<file path="src/rtl/cronometru_pkg.sv">
// Shared types and constants for the BCD lap stopwatch.
package cronometru_pkg;

   typedef logic [3:0] bcd_digit_t;

   localparam bcd_digit_t BCD_MAX_UNIT = 4'd9;
   localparam bcd_digit_t SEC_MAX_TENS = 4'd5;

   typedef struct packed {
      logic [7:0] min;
      logic [7:0] sec;
   } bcd_time_t;

   function automatic bcd_digit_t sat_digit(input bcd_digit_t d, input bcd_digit_t lim);
      return (d > lim) ? lim : d;
   endfunction

endpackage

</file>
<file path="src/rtl/cronometru_lap_fifo.sv">
// First-word-fall-through lap store; head reads as zero while empty.
module cronometru_lap_fifo #(
   parameter int DEPTH = 4,
   parameter int W     = 16
) (
   input  logic         clk_i,
   input  logic         rst_i,
   input  logic         wr_i,
   input  logic         rd_i,
   input  logic [W-1:0] din_i,
   output logic [W-1:0] dout_o,
   output logic         valid_o,
   output logic         full_o
);

   localparam int AW = $clog2(DEPTH);

   logic [W-1:0]  mem_q [DEPTH];
   logic [AW-1:0] wptr_q, rptr_q;
   logic [AW:0]   cnt_q, cnt_d;
   logic          empty, do_push, do_pop;

   assign empty   = (cnt_q == '0);
   assign full_o  = (cnt_q == (AW+1)'(DEPTH));
   assign valid_o = !empty;
   assign dout_o  = empty ? '0 : mem_q[rptr_q];

   // A full FIFO still accepts a push when the same cycle frees a slot.
   assign do_pop  = rd_i && !empty;
   assign do_push = wr_i && (!full_o || do_pop);

   always_comb begin
      cnt_d = cnt_q;
      case ({do_push, do_pop})
         2'b10:   cnt_d = cnt_q + (AW+1)'(1);
         2'b01:   cnt_d = cnt_q - (AW+1)'(1);
         default: cnt_d = cnt_q;
      endcase
   end

   always_ff @(posedge clk_i) begin
      if (rst_i) begin
         wptr_q <= '0;
         rptr_q <= '0;
         cnt_q  <= '0;
      end else begin
         if (do_push) wptr_q <= wptr_q + AW'(1);
         if (do_pop)  rptr_q <= rptr_q + AW'(1);
         cnt_q <= cnt_d;
      end
   end

   always_ff @(posedge clk_i) begin
      if (do_push) mem_q[wptr_q] <= din_i;
   end

endmodule

</file>
<file path="src/rtl/cronometru_lap.sv">
// BCD mm:ss stopwatch with up/down count, preset load and a lap FIFO.
module cronometru_lap
   import cronometru_pkg::*;
#(
   parameter int TICK_DIV  = 1,
   parameter int LAP_DEPTH = 4,
   parameter int MIN_MAX   = 59
) (
   input  logic       clk_out,
   input  logic       reset,
   input  logic       pauza,
   input  logic       mod_jos,
   input  logic       incarca,
   input  logic [7:0] preset_min,
   input  logic [7:0] preset_sec,
   input  logic       lap,
   input  logic       lap_rd,
   output logic [3:0] MIN_BCD1,
   output logic [3:0] MIN_BCD0,
   output logic [3:0] SEC_BCD1,
   output logic [3:0] SEC_BCD0,
   output logic [7:0] lap_min,
   output logic [7:0] lap_sec,
   output logic       lap_valid,
   output logic       lap_full,
   output logic       wrap,
   output logic       gata
);

   localparam int          PW          = (TICK_DIV > 1) ? $clog2(TICK_DIV) : 1;
   localparam logic [PW-1:0] PRE_LAST  = PW'(TICK_DIV - 1);
   localparam logic [7:0]  MIN_MAX_BCD = {4'(MIN_MAX / 10), 4'(MIN_MAX % 10)};

   logic [PW-1:0] presc_q, presc_d;
   bcd_time_t     time_q, time_d, up_t, dn_t, load_t;
   logic          wrap_q, wrap_d, gata_q, gata_d;
   logic          tick, up_wrap;

   assign tick = !pauza && (presc_q == PRE_LAST);

   // Clamp each preset digit, then clamp the minute pair against MIN_MAX.
   always_comb begin
      load_t.min = {sat_digit(preset_min[7:4], BCD_MAX_UNIT),
                    sat_digit(preset_min[3:0], BCD_MAX_UNIT)};
      if (load_t.min > MIN_MAX_BCD) load_t.min = MIN_MAX_BCD;
      load_t.sec = {sat_digit(preset_sec[7:4], SEC_MAX_TENS),
                    sat_digit(preset_sec[3:0], BCD_MAX_UNIT)};
   end

   always_comb begin
      up_t    = time_q;
      up_wrap = 1'b0;
      if (time_q.sec[3:0] != BCD_MAX_UNIT)      up_t.sec[3:0] = time_q.sec[3:0] + 4'd1;
      else if (time_q.sec[7:4] != SEC_MAX_TENS) up_t.sec = {time_q.sec[7:4] + 4'd1, 4'd0};
      else begin
         up_t.sec = 8'h00;
         if (time_q.min == MIN_MAX_BCD) begin
            up_t.min = 8'h00;
            up_wrap  = 1'b1;
         end else if (time_q.min[3:0] != BCD_MAX_UNIT) up_t.min[3:0] = time_q.min[3:0] + 4'd1;
         else up_t.min = {time_q.min[7:4] + 4'd1, 4'd0};
      end
   end

   // Down count parks at 00:00.
   always_comb begin
      dn_t = time_q;
      if (time_q != '0) begin
         if (time_q.sec[3:0] != 4'd0)      dn_t.sec[3:0] = time_q.sec[3:0] - 4'd1;
         else if (time_q.sec[7:4] != 4'd0) dn_t.sec = {time_q.sec[7:4] - 4'd1, BCD_MAX_UNIT};
         else begin
            dn_t.sec = {SEC_MAX_TENS, BCD_MAX_UNIT};
            if (time_q.min[3:0] != 4'd0) dn_t.min[3:0] = time_q.min[3:0] - 4'd1;
            else dn_t.min = {time_q.min[7:4] - 4'd1, BCD_MAX_UNIT};
         end
      end
   end

   always_comb begin
      presc_d = presc_q;
      time_d  = time_q;
      wrap_d  = 1'b0;
      gata_d  = gata_q;
      if (incarca) begin
         time_d  = load_t;
         presc_d = '0;
         gata_d  = 1'b0;
      end else begin
         if (!pauza)   presc_d = tick ? '0 : presc_q + PW'(1);
         if (!mod_jos) gata_d  = 1'b0;
         if (tick) begin
            if (!mod_jos) begin
               time_d = up_t;
               wrap_d = up_wrap;
            end else begin
               time_d = dn_t;
               if (dn_t == '0) gata_d = 1'b1;
            end
         end
      end
   end

   always_ff @(posedge clk_out) begin
      if (reset) begin
         presc_q <= '0;
         time_q  <= '0;
         wrap_q  <= 1'b0;
         gata_q  <= 1'b0;
      end else begin
         presc_q <= presc_d;
         time_q  <= time_d;
         wrap_q  <= wrap_d;
         gata_q  <= gata_d;
      end
   end

   cronometru_lap_fifo #(.DEPTH(LAP_DEPTH), .W(16)) u_fifo (
      .clk_i   (clk_out),
      .rst_i   (reset),
      .wr_i    (lap),
      .rd_i    (lap_rd),
      .din_i   (time_q),
      .dout_o  ({lap_min, lap_sec}),
      .valid_o (lap_valid),
      .full_o  (lap_full)
   );

   assign {MIN_BCD1, MIN_BCD0} = time_q.min;
   assign {SEC_BCD1, SEC_BCD0} = time_q.sec;
   assign wrap = wrap_q;
   assign gata = gata_q;

endmodule
</file>
<file path="config.mk">
export PLATFORM = sky130hd
export DESIGN_NAME = cronometru_lap
export DESIGN_NICKNAME = d
export VERILOG_FILES = /design/src/rtl/cronometru_pkg.sv /design/src/rtl/cronometru_lap_fifo.sv /design/src/rtl/cronometru_lap.sv
export SDC_FILE = /design/constraint.sdc
export NUM_CORES = 1
export LEC_CHECK = 0
export ABC_CLOCK_PERIOD_IN_PS = 2800
export BUFFER_PORTS_ARGS = -buffer_cell sky130_fd_sc_hd__buf_2
export CAP_MARGIN = 10
export CORE_AREA = 5 5 114 116
export CTS_CLUSTER_DIAMETER = 60
export CTS_CLUSTER_SIZE = 12
export DETAILED_ROUTE_END_ITERATION = 6
export DIE_AREA = 0 0 119 121
export HOLD_SLACK_MARGIN = 0.12
export SYNTH_ARGS = -nofsm -noshare
export SYNTH_HDL_FRONTEND = slang
export SYNTH_SLANG_ARGS = --single-unit
</file>
<file path="constraint.sdc">
create_clock -name clk_out -period 2.8 [get_ports clk_out]
set_input_delay 0.42 -clock clk_out [delete_from_list [all_inputs] [get_ports clk_out]]
set_output_delay 0.42 -clock clk_out [all_outputs]
set_load 0.03 [all_outputs]
</file>
Yosys cells after proc, flatten, opt, wreduce, memory -nomap -nowiden
Memory sizes are Yosys's and may differ from the RTL's. A register that Yosys moved wholly into a read port is not among the register bits. Index checks and enable logic that the tools add are counted.

Add/sub/neg operators: 13. Multipliers: 0. Div/mod/pow operators: 0. Order comparisons: 5. Equal/unequal tests: 10. Shift operators: 0. Muxes and demuxes: 34. Bitwise operators: 2. Reductions and logical operators: 20.

Operator list (count): 16-bit 2-to-1 mux (5); 8-bit 2-to-1 mux (6); 4-bit 2-to-1 mux (10); 12-bit 2-to-1 mux (2); 4-bit by 1-bit adder with 4-bit output, second input constant (4); 16-bit logical NOT (1); 16-bit nonzero test (1); 4-bit by 1-bit subtractor with 4-bit output, second input constant (4); 4-bit greater-than comparator, second input constant (3); 4-bit inequality test, second input constant (3); 4-bit nonzero test (3); 8-bit by 7-bit equality test with 1-bit output, second input constant (1); 8-bit by 7-bit greater-than comparator with 1-bit output, second input constant (1); 1-bit 2-to-1 mux (8); 3-bit inequality test, second input constant (2); 3-bit case mux with 2 select lines (1); 6-bit OR reduction (1); 2-bit by 1-bit adder with 2-bit output, second input constant (2); 4-bit by 3-bit greater-than comparator with 1-bit output, second input constant (1); 2-bit 2-to-1 mux (2); 4-bit by 3-bit inequality test with 1-bit output, second input constant (1); 4-bit AND reduction (1); 2-bit nonzero test (2); 3-bit by 1-bit adder with 3-bit output, second input constant (1); 13 further kinds (18).

Flip-flop bits (word level): 26. Latch bits: 0. Memory bits (writable): 64. ROM bits: 0. Bits of input ports: 23. Output and inout bits: 36. Logic and storage cells: 95. Memories kept: 1.

Memories: u_fifo.mem_q (depth 4, bits a word 16, rd ports 1, clocked after Yosys merged registers in 1, write ports 1, line cronometru_lap_fifo.sv:18) `logic [W-1:0] mem_q [DEPTH];`.

Longest topological paths before layout
Gate-level depths: netlist of run 1.

Depth after elaboration: 9. Gate-level depth with buffers: 10. Gate-level depth less buffers: 10.

By module
Synthesis of run 1 repeated with hierarchy kept, for this count alone.

Cell total of the unflattened synthesis: 401. Area, all modules: 4812.1 µm².

By module, submodules not included: cronometru_lap_fifo (instances 1, cells each 157, area each 3000.4 µm², seq. area each 2102.0 µm²); cronometru_lap (instances 1, cells each 244, area each 1811.7 µm², seq. area each 380.4 µm²).

Worst setup path before layout of run 1
Ideal clock, no wire load.

Path type: register to register. Start point: register time_q (netlist bit MIN_BCD1[0]). End point: register time_q (netlist bit SEC_BCD1[2]). Library setup time: 0.092 ns. Arrival time: 2.211 ns. Required time: 2.708 ns. Slack: 0.497 ns. Cell stages (with the launch flop): 8. Path buffers: 0. Clock period less this slack: 2.303 ns. Cells stage by stage: dfxtp_1 inv_1 ha_1 nor3b_1 nand3_1 and3_1 o2111a_1 nor4_1.

Longest elaborated chain between the ends: 5.

RTL lines: start: declaration (line cronometru_lap.sv:35) `bcd_time_t time_q, time_d, up_t, dn_t, load_t;`; start signal: assignment (line cronometru_lap.sv:111) `time_q <= time_d;`; 16-bit nonzero test (line cronometru_lap.sv:68) `if (time_q != '0) begin`; 16-bit 2-to-1 mux (line cronometru_lap.sv:68); 16-bit 2-to-1 mux (line cronometru_lap.sv:92) `if (!mod_jos) begin`; 16-bit 2-to-1 mux (line cronometru_lap.sv:91) `if (tick) begin`; 16-bit 2-to-1 mux (line cronometru_lap.sv:84) `if (incarca) begin`.

No other way between the ends. The select of a mux whose other input is x is not followed. A chain may end at the register's enable or synchronous reset.

Worst setup path after layout of run 1
Start point: register time_q (netlist bit SEC_BCD0[3]). End point: register time_q (netlist bit SEC_BCD1[1]).

Longest elaborated chain between the ends: 6. Elaborated cells on any way between the ends: 10. Those cells by class: eq/ne (2); mux (5); reduce/logical (3).

RTL lines: 4-bit nonzero test (line cronometru_lap.sv:69) `if (time_q.sec[3:0] != 4'd0) dn_t.sec[3:0] = time_q.sec[3:0] - 4'd1;`; 12-bit 2-to-1 mux (line cronometru_lap.sv:69); 16-bit 2-to-1 mux (line cronometru_lap.sv:68); 16-bit 2-to-1 mux (line cronometru_lap.sv:92); 16-bit 2-to-1 mux (line cronometru_lap.sv:91); 16-bit 2-to-1 mux (line cronometru_lap.sv:84).

Several ways; a longest one is shown, not always the timed one. The select of a mux whose other input is x is not followed.

==> impl_metrics.json, run 1 <==
{
  "status": "completed",
  "wl_per_cell_um": 18.1,
  "min_path_type": "in -> reg",
  "synth_top_area_cell": "edfxtp_1",
  "place_congestion": 0.889,
  "dpl-instance-area_um2": 5120,
  "p_leak_nw": 2.01,
  "drcViolationCount": 0,
  "multi_input_area_um2": 1970,
  "skew_ns": 0.00609,
  "required_ns": 3.06,
  "fin_area_um2": 5420,
  "grt_overflow": 0,
  "clock.fmax_mhz": 427,
  "port_buffers": 58,
  "dp_hpwl_mm": 7.45,
  "grt_max_degree": 33,
  "synth.most_common_cell": "edfxtp_1",
  "drv_cap": 0,
  "max-vdd-ir-drop_v": 0.000269,
  "wl_mm": 10.9,
  "nets": 484,
  "synth.top_cell.area_share_pct": 41.6,
  "fillCellCount": 1103,
  "clock_latency_ns": 0.34,
  "end_kind": "flip-flop",
  "clock-sinks": 92,
  "areaGrowthSynthToFinish_pct": 17.4,
  "setup_viol": 0,
  "grt_pass1_vias": 3350,
  "setup_tns_ns": 0,
  "clk_pin_slew_ns": 0.07,
  "fin_crit_ns": 2.34,
  "synth_edf_count": 64,
  "hold_viol_final": 0,
  "die_x_um": 119,
  "drt_iter0_drc": 195,
  "synth_area_um2": 4610,
  "grt_first_pass_wirelength_mm": 17.8,
  "syn_nets": 424,
  "pin_count": 59,
  "cts_buffer_depth": 2,
  "synth_commonest_cells": "edfxtp_1 (64), dfxtp_1 (28), nor2_1 (27)",
  "avgViaCountPerCell": 5.58,
  "tightest_slew_ns": 0.609,
  "register_area_um2": 2480,
  "ys.warnings.count": 0,
  "start_util_pct": 39.1,
  "n_antenna_cell": 0,
  "ant_nets": 0,
  "track_usage_pct": 15.7,
  "cts_tree": "built",
  "critPathKind": "reg -> reg",
  "drt_first_pass_iters": 5,
  "fin_crit_sh_pct": 83.6,
  "die_y_um": 121,
  "rsz0062_at_grt": "no",
  "core-area_um2": 11800,
  "netlist_top_cells_area": "edfxtp_1 (42%), dfxtp_1 (12%), mux4_2 (7.8%), and2_1 (3.0%), ha_1 (2.4%)",
  "cts_made_buffers": 9,
  "start_kind": "flip-flop",
  "synth_cells": 391,
  "vias": 3364,
  "power_density_nw_per_um2": 785,
  "post_cts_buffers": 0,
  "synth.distinct_cells": 64,
  "ys_seq_area_share_pct": 53.8,
  "cts_resized": 0,
  "worst-path-max-fanout": 14,
  "htree_num_levels": 3,
  "grt_antenna_before_repair": 0,
  "die_area_um2": 14400,
  "relSlewSlack_pct": 59.3,
  "synth-main-ff-cell": "edfxtp_1",
  "arrival_ns": 2.60,
  "root_buffer": "clkbuf_16",
  "drv_slew": 0,
  "async_flop_share_pct": 0,
  "ctsHoldBuffers": 0,
  "synth_seq_cells": 92,
  "rows": 40,
  "avgSynthCellArea_um2": 11.8,
  "layout-drive-gt1-share_pct": 25.2
}
[state kept, by name, indices dropped and copies added, names as in the netlist, named ones only]
| register | count |
|---|---|
| MIN_BCD0 | 4 |
| MIN_BCD1 | 4 |
| SEC_BCD0 | 4 |
| SEC_BCD1 | 4 |
| gata | 1 |
| presc_q | 1 |
| u_fifo.cnt_q | 3 |
| u_fifo.mem_q | 64 |
| u_fifo.rptr_q | 2 |
| u_fifo.wptr_q | 2 |
| wrap | 1 |
[cells in the final DEF (no fill, tap or decap), types with 6 or more instances in the layout]
master / instances
nand2_1: 19
o21a_1: 6
nor2_1: 27
dfxtp_1: 28
ha_1: 9
inv_1: 16
edfxtp_1: 64
mux4_2: 16
a31oi_1: 6
a21oi_1: 16
and2_1: 22
nor3_1: 6
xor2_1: 6
o31ai_1: 6
buf_2: 58
nand3_1: 9
nand2b_1: 9
clkbuf_16: 10
o21ai_0: 13
buf_4: 18
[cells by family after synthesis]
group	Yosys count	synth area share [%]
AOI/OAI and AO/OA	87	13.6
xor gates and xnor gates	10	1.90
adders and majority gates	10	2.87
buffers and inverters	43	3.55
DFF	92	53.8
muxes	18	8.24
and+or+nand+nor	131	16.1
[layout make-up]
class | count | share of cell area, %
well taps | 147 | 3.39
clock buffers | 12 | 4.94
repair buffers | 76 | 7.85
inverters | 16 | 1.11
multi-input cells | 256 | 36.3
flip-flops and latches | 92 | 45.8
clock inverters | 4 | 0.554
[per-stage QoR]
| stage | setup WS (ns) | cells | total power [W] | hold WS, ns | util (%) |
|---|---|---|---|---|---|
| 2_1_floorplan | 0.497 | 391 | 0.00270 | 0.466 | - |
| 3_3_place_gp | 0.522 | 587 | 0.00308 | 0.476 | 43.3 |
| 3_5_place_dp | 0.528 | 587 | 0.00311 | 0.478 | 43.3 |
| 4_1_cts | 0.434 | 603 | 0.00430 | 0.327 | 45.9 |
| 5_1_grt | 0.295 | 603 | 0.00448 | 0.338 | 45.9 |
| 6_report | 0.461 | 603 | 0.00425 | 0.336 | 45.9 |
[critical path, cell delays in order (launching register included)]
cell      delay (ns)
dfxtp_1         0.43
or4_1           0.64
or4_1           0.46
a311oi_1        0.40
a21oi_1         0.11
a211oi_2        0.22
[per-layer routing]
layer / track usage [%] / wire [um] / up-vias
li1: - / - / 1618
met1: 20.9 / 4980 / 1648
met2: 25.8 / 5270 / 88
met3: 3.40 / 537 / 10
met4: 4.49 / 132 / 0
met5: 0 / 0 / -
[final timing paths]
path,from,to,slack (ns),cells after the start
worst max-delay path,SEC_BCD0[3]$_SDFFE_PP0P_,SEC_BCD1[1]$_SDFFE_PP0P_,0.46,5
worst min register to register,gata$_SDFF_PP0_,gata$_SDFF_PP0_,0.49,2
worst min-delay path,pauza,presc_q$_SDFFE_PP0N_,0.34,2
worst max register to register,SEC_BCD0[3]$_SDFFE_PP0P_,SEC_BCD1[1]$_SDFFE_PP0P_,0.46,5
[power by group]
group	switching [W]	internal, W
registers	0.0000975	0.00160
logic	0.000831	0.000525
clock network	0.000517	0.000686
total	0.00145	0.00281
(Power assumes the default switching activity.)
==> run 2, diff against run 1 <==
ABC_CLOCK_PERIOD_IN_PS = 2350   (was 2800)
clock period = 2.35 ns   (was 2.8 ns; I/O delays follow)
==> run 2 against run 1 <==
Against the previous run:
- maximum frequency rose by 8.5%
- highest routed layer unchanged
- sequential share of layout area fell by 0.58 points
- clock skew rose by 0.0037 ns
- combinational power rose by 24%
- hold slack got worse by 0.053 ns
- sequential cell count did not move
- largest cell class unchanged
==> impl_metrics.json, run 2 (synthesis results as in run 1) <==
{
  "status": "completed",
  "rows": 40,
  "final_cell_mix": "edfxtp_1 (64), buf_2 (58), buf_4 (32)",
  "start_util_pct": 39.1,
  "slowest_stage": "or4_1",
  "grt_first_pass_wirelength_mm": 17.8,
  "port_buffers": 58,
  "cts_made_buffers": 9,
  "max-vdd-ir-drop_v": 0.000365,
  "ant_nets": 0,
  "rsz0062_at_grt": "no",
  "track_usage_pct": 15.7,
  "fin_crit_ns": 2.16,
  "power_density_nw_per_um2": 906,
  "ctsHoldBuffers": 0,
  "wl_met2_mm": 5.32,
  "hold_viol_final": 0,
  "p_leak_nw": 2.07,
  "final_cell_count_no_fill": 617,
  "areaGrowthSynthToFinish_pct": 18.9,
  "n_antenna_cell": 0,
  "drt_iter0_drc": 230,
  "largest_reg_flops": 64,
  "layout-drive-gt1-share_pct": 26.8,
  "hold_ws_ns": 0.284,
  "clock.fmax_mhz": 464,
  "fin_crit_sh_pct": 91.7,
  "drt_first_pass_iters": 5,
  "dp.cells": 601,
  "cts_resized": 0,
  "highest_layer": "met4",
  "post_cts_buffers": 0,
  "grt_pass1_vias": 3372,
  "clock-sinks": 92,
  "dp_hpwl_mm": 7.65,
  "met3_length_um": 424,
  "drv_slew": 0,
  "setup_tns_ns": 0,
  "wl_per_cell_um": 17.7,
  "required_ns": 2.59,
  "die_area_um2": 14400,
  "cp_num_buf_inv": 1,
  "tightest_slew_ns": 0.592,
  "drcViolationCount": 0,
  "power_w": 0.00497,
  "vias": 3394,
  "min_path_type": "in -> reg",
  "cts_buffer_depth": 2,
  "worst-path-max-fanout": 8,
  "multi_input_area_um2": 1970,
  "arrival_ns": 2.40,
  "nets": 498,
  "grt_max_degree": 25,
  "critPathKind": "reg -> reg",
  "avgViaCountPerCell": 5.50,
  "clk_pin_slew_ns": 0.07,
  "cp_top_family": "simple AND/OR/NAND/NOR gates",
  "grt_antenna_before_repair": 0,
  "wl_mm": 10.9,
  "core-area_um2": 11800,
  "fillCellCount": 1107,
  "die_y_um": 121,
  "skew_ns": 0.00980,
  "cts_tree": "built",
  "die_x_um": 119,
  "root_buffer": "clkbuf_16",
  "crit_chain": "or4_1, buf_4, nor4_4, mux2i_1, nand2_1, a221oi_1",
  "largest_register": "u_fifo.mem_q",
  "start_kind": "flip-flop",
  "fin_area_um2": 5490,
  "drv_cap": 0,
  "drt-met1-wl_mm": 5.00,
  "pin_count": 59,
  "place_congestion": 0.857,
  "clock_latency_ns": 0.34,
  "grt_overflow": 0,
  "setup_viol": 0,
  "register_area_um2": 2480,
  "htree_num_levels": 3,
  "cpPeakStageDelay_ns": 0.57,
  "end_kind": "flip-flop",
  "relSlewSlack_pct": 60.2,
  "layout_commonest_cell": "edfxtp_1",
  "dpl-instance-area_um2": 5230
}
==> run 2: cell count changes in the layout (fill, tap and decap cells not counted), sizes merged <==
cell      before  now
clkinv         1    4
clkinvlp       1    0
buf           76   90
inv           18   16
==> run 2: report_power, final <==
group	switching [W]	leakage, nW	internal [W]
clock network	0.000584	0.128	0.000716
registers	0.0000775	0.828	0.00191
logic	0.00104	1.11	0.000652
==> run 2: path summary, 6_finish.rpt <==
check	start	endpoint	slack [ns]	cells past startpoint
setup reg to reg	SEC_BCD0[0]$_SDFFE_PP0P_	MIN_BCD1[1]$_SDFFE_PP0P_	0.19	6
setup / recovery	SEC_BCD0[0]$_SDFFE_PP0P_	MIN_BCD1[1]$_SDFFE_PP0P_	0.19	6
hold reg to reg	presc_q$_SDFFE_PP0N_	presc_q$_SDFFE_PP0N_	0.50	1
hold / removal	pauza	presc_q$_SDFFE_PP0N_	0.28	2
==> run 2: per-layer routing <==
metal  GRT usage, %  vias to the layer above
met3           3.08                       14
li1               -                     1646
met1           20.3                     1657
met4           5.87                        0
met2           26.4                       77
met5              0                        -
==> run 2: per-stage QoR <==
step                      worst slack (ns)  utilization [%]
after CTS                            0.206             46.5
after global routing                0.0314             46.5
after floorplan                     0.0472                -
final                                0.195             46.5
after detailed placement             0.229             44.2
after global placement               0.271             44.2
==> run 2: final cells by class <==
type / instances / share of cell area, %
Timing Repair Buffer: 90 / 9.67
Inverter: 16 / 1.09
Multi-Input combinational cell: 256 / 35.9
Clock inverter: 4 / 0.479
Sequential cell: 92 / 45.2
Tap cell: 147 / 3.35
Clock buffer: 12 / 4.31
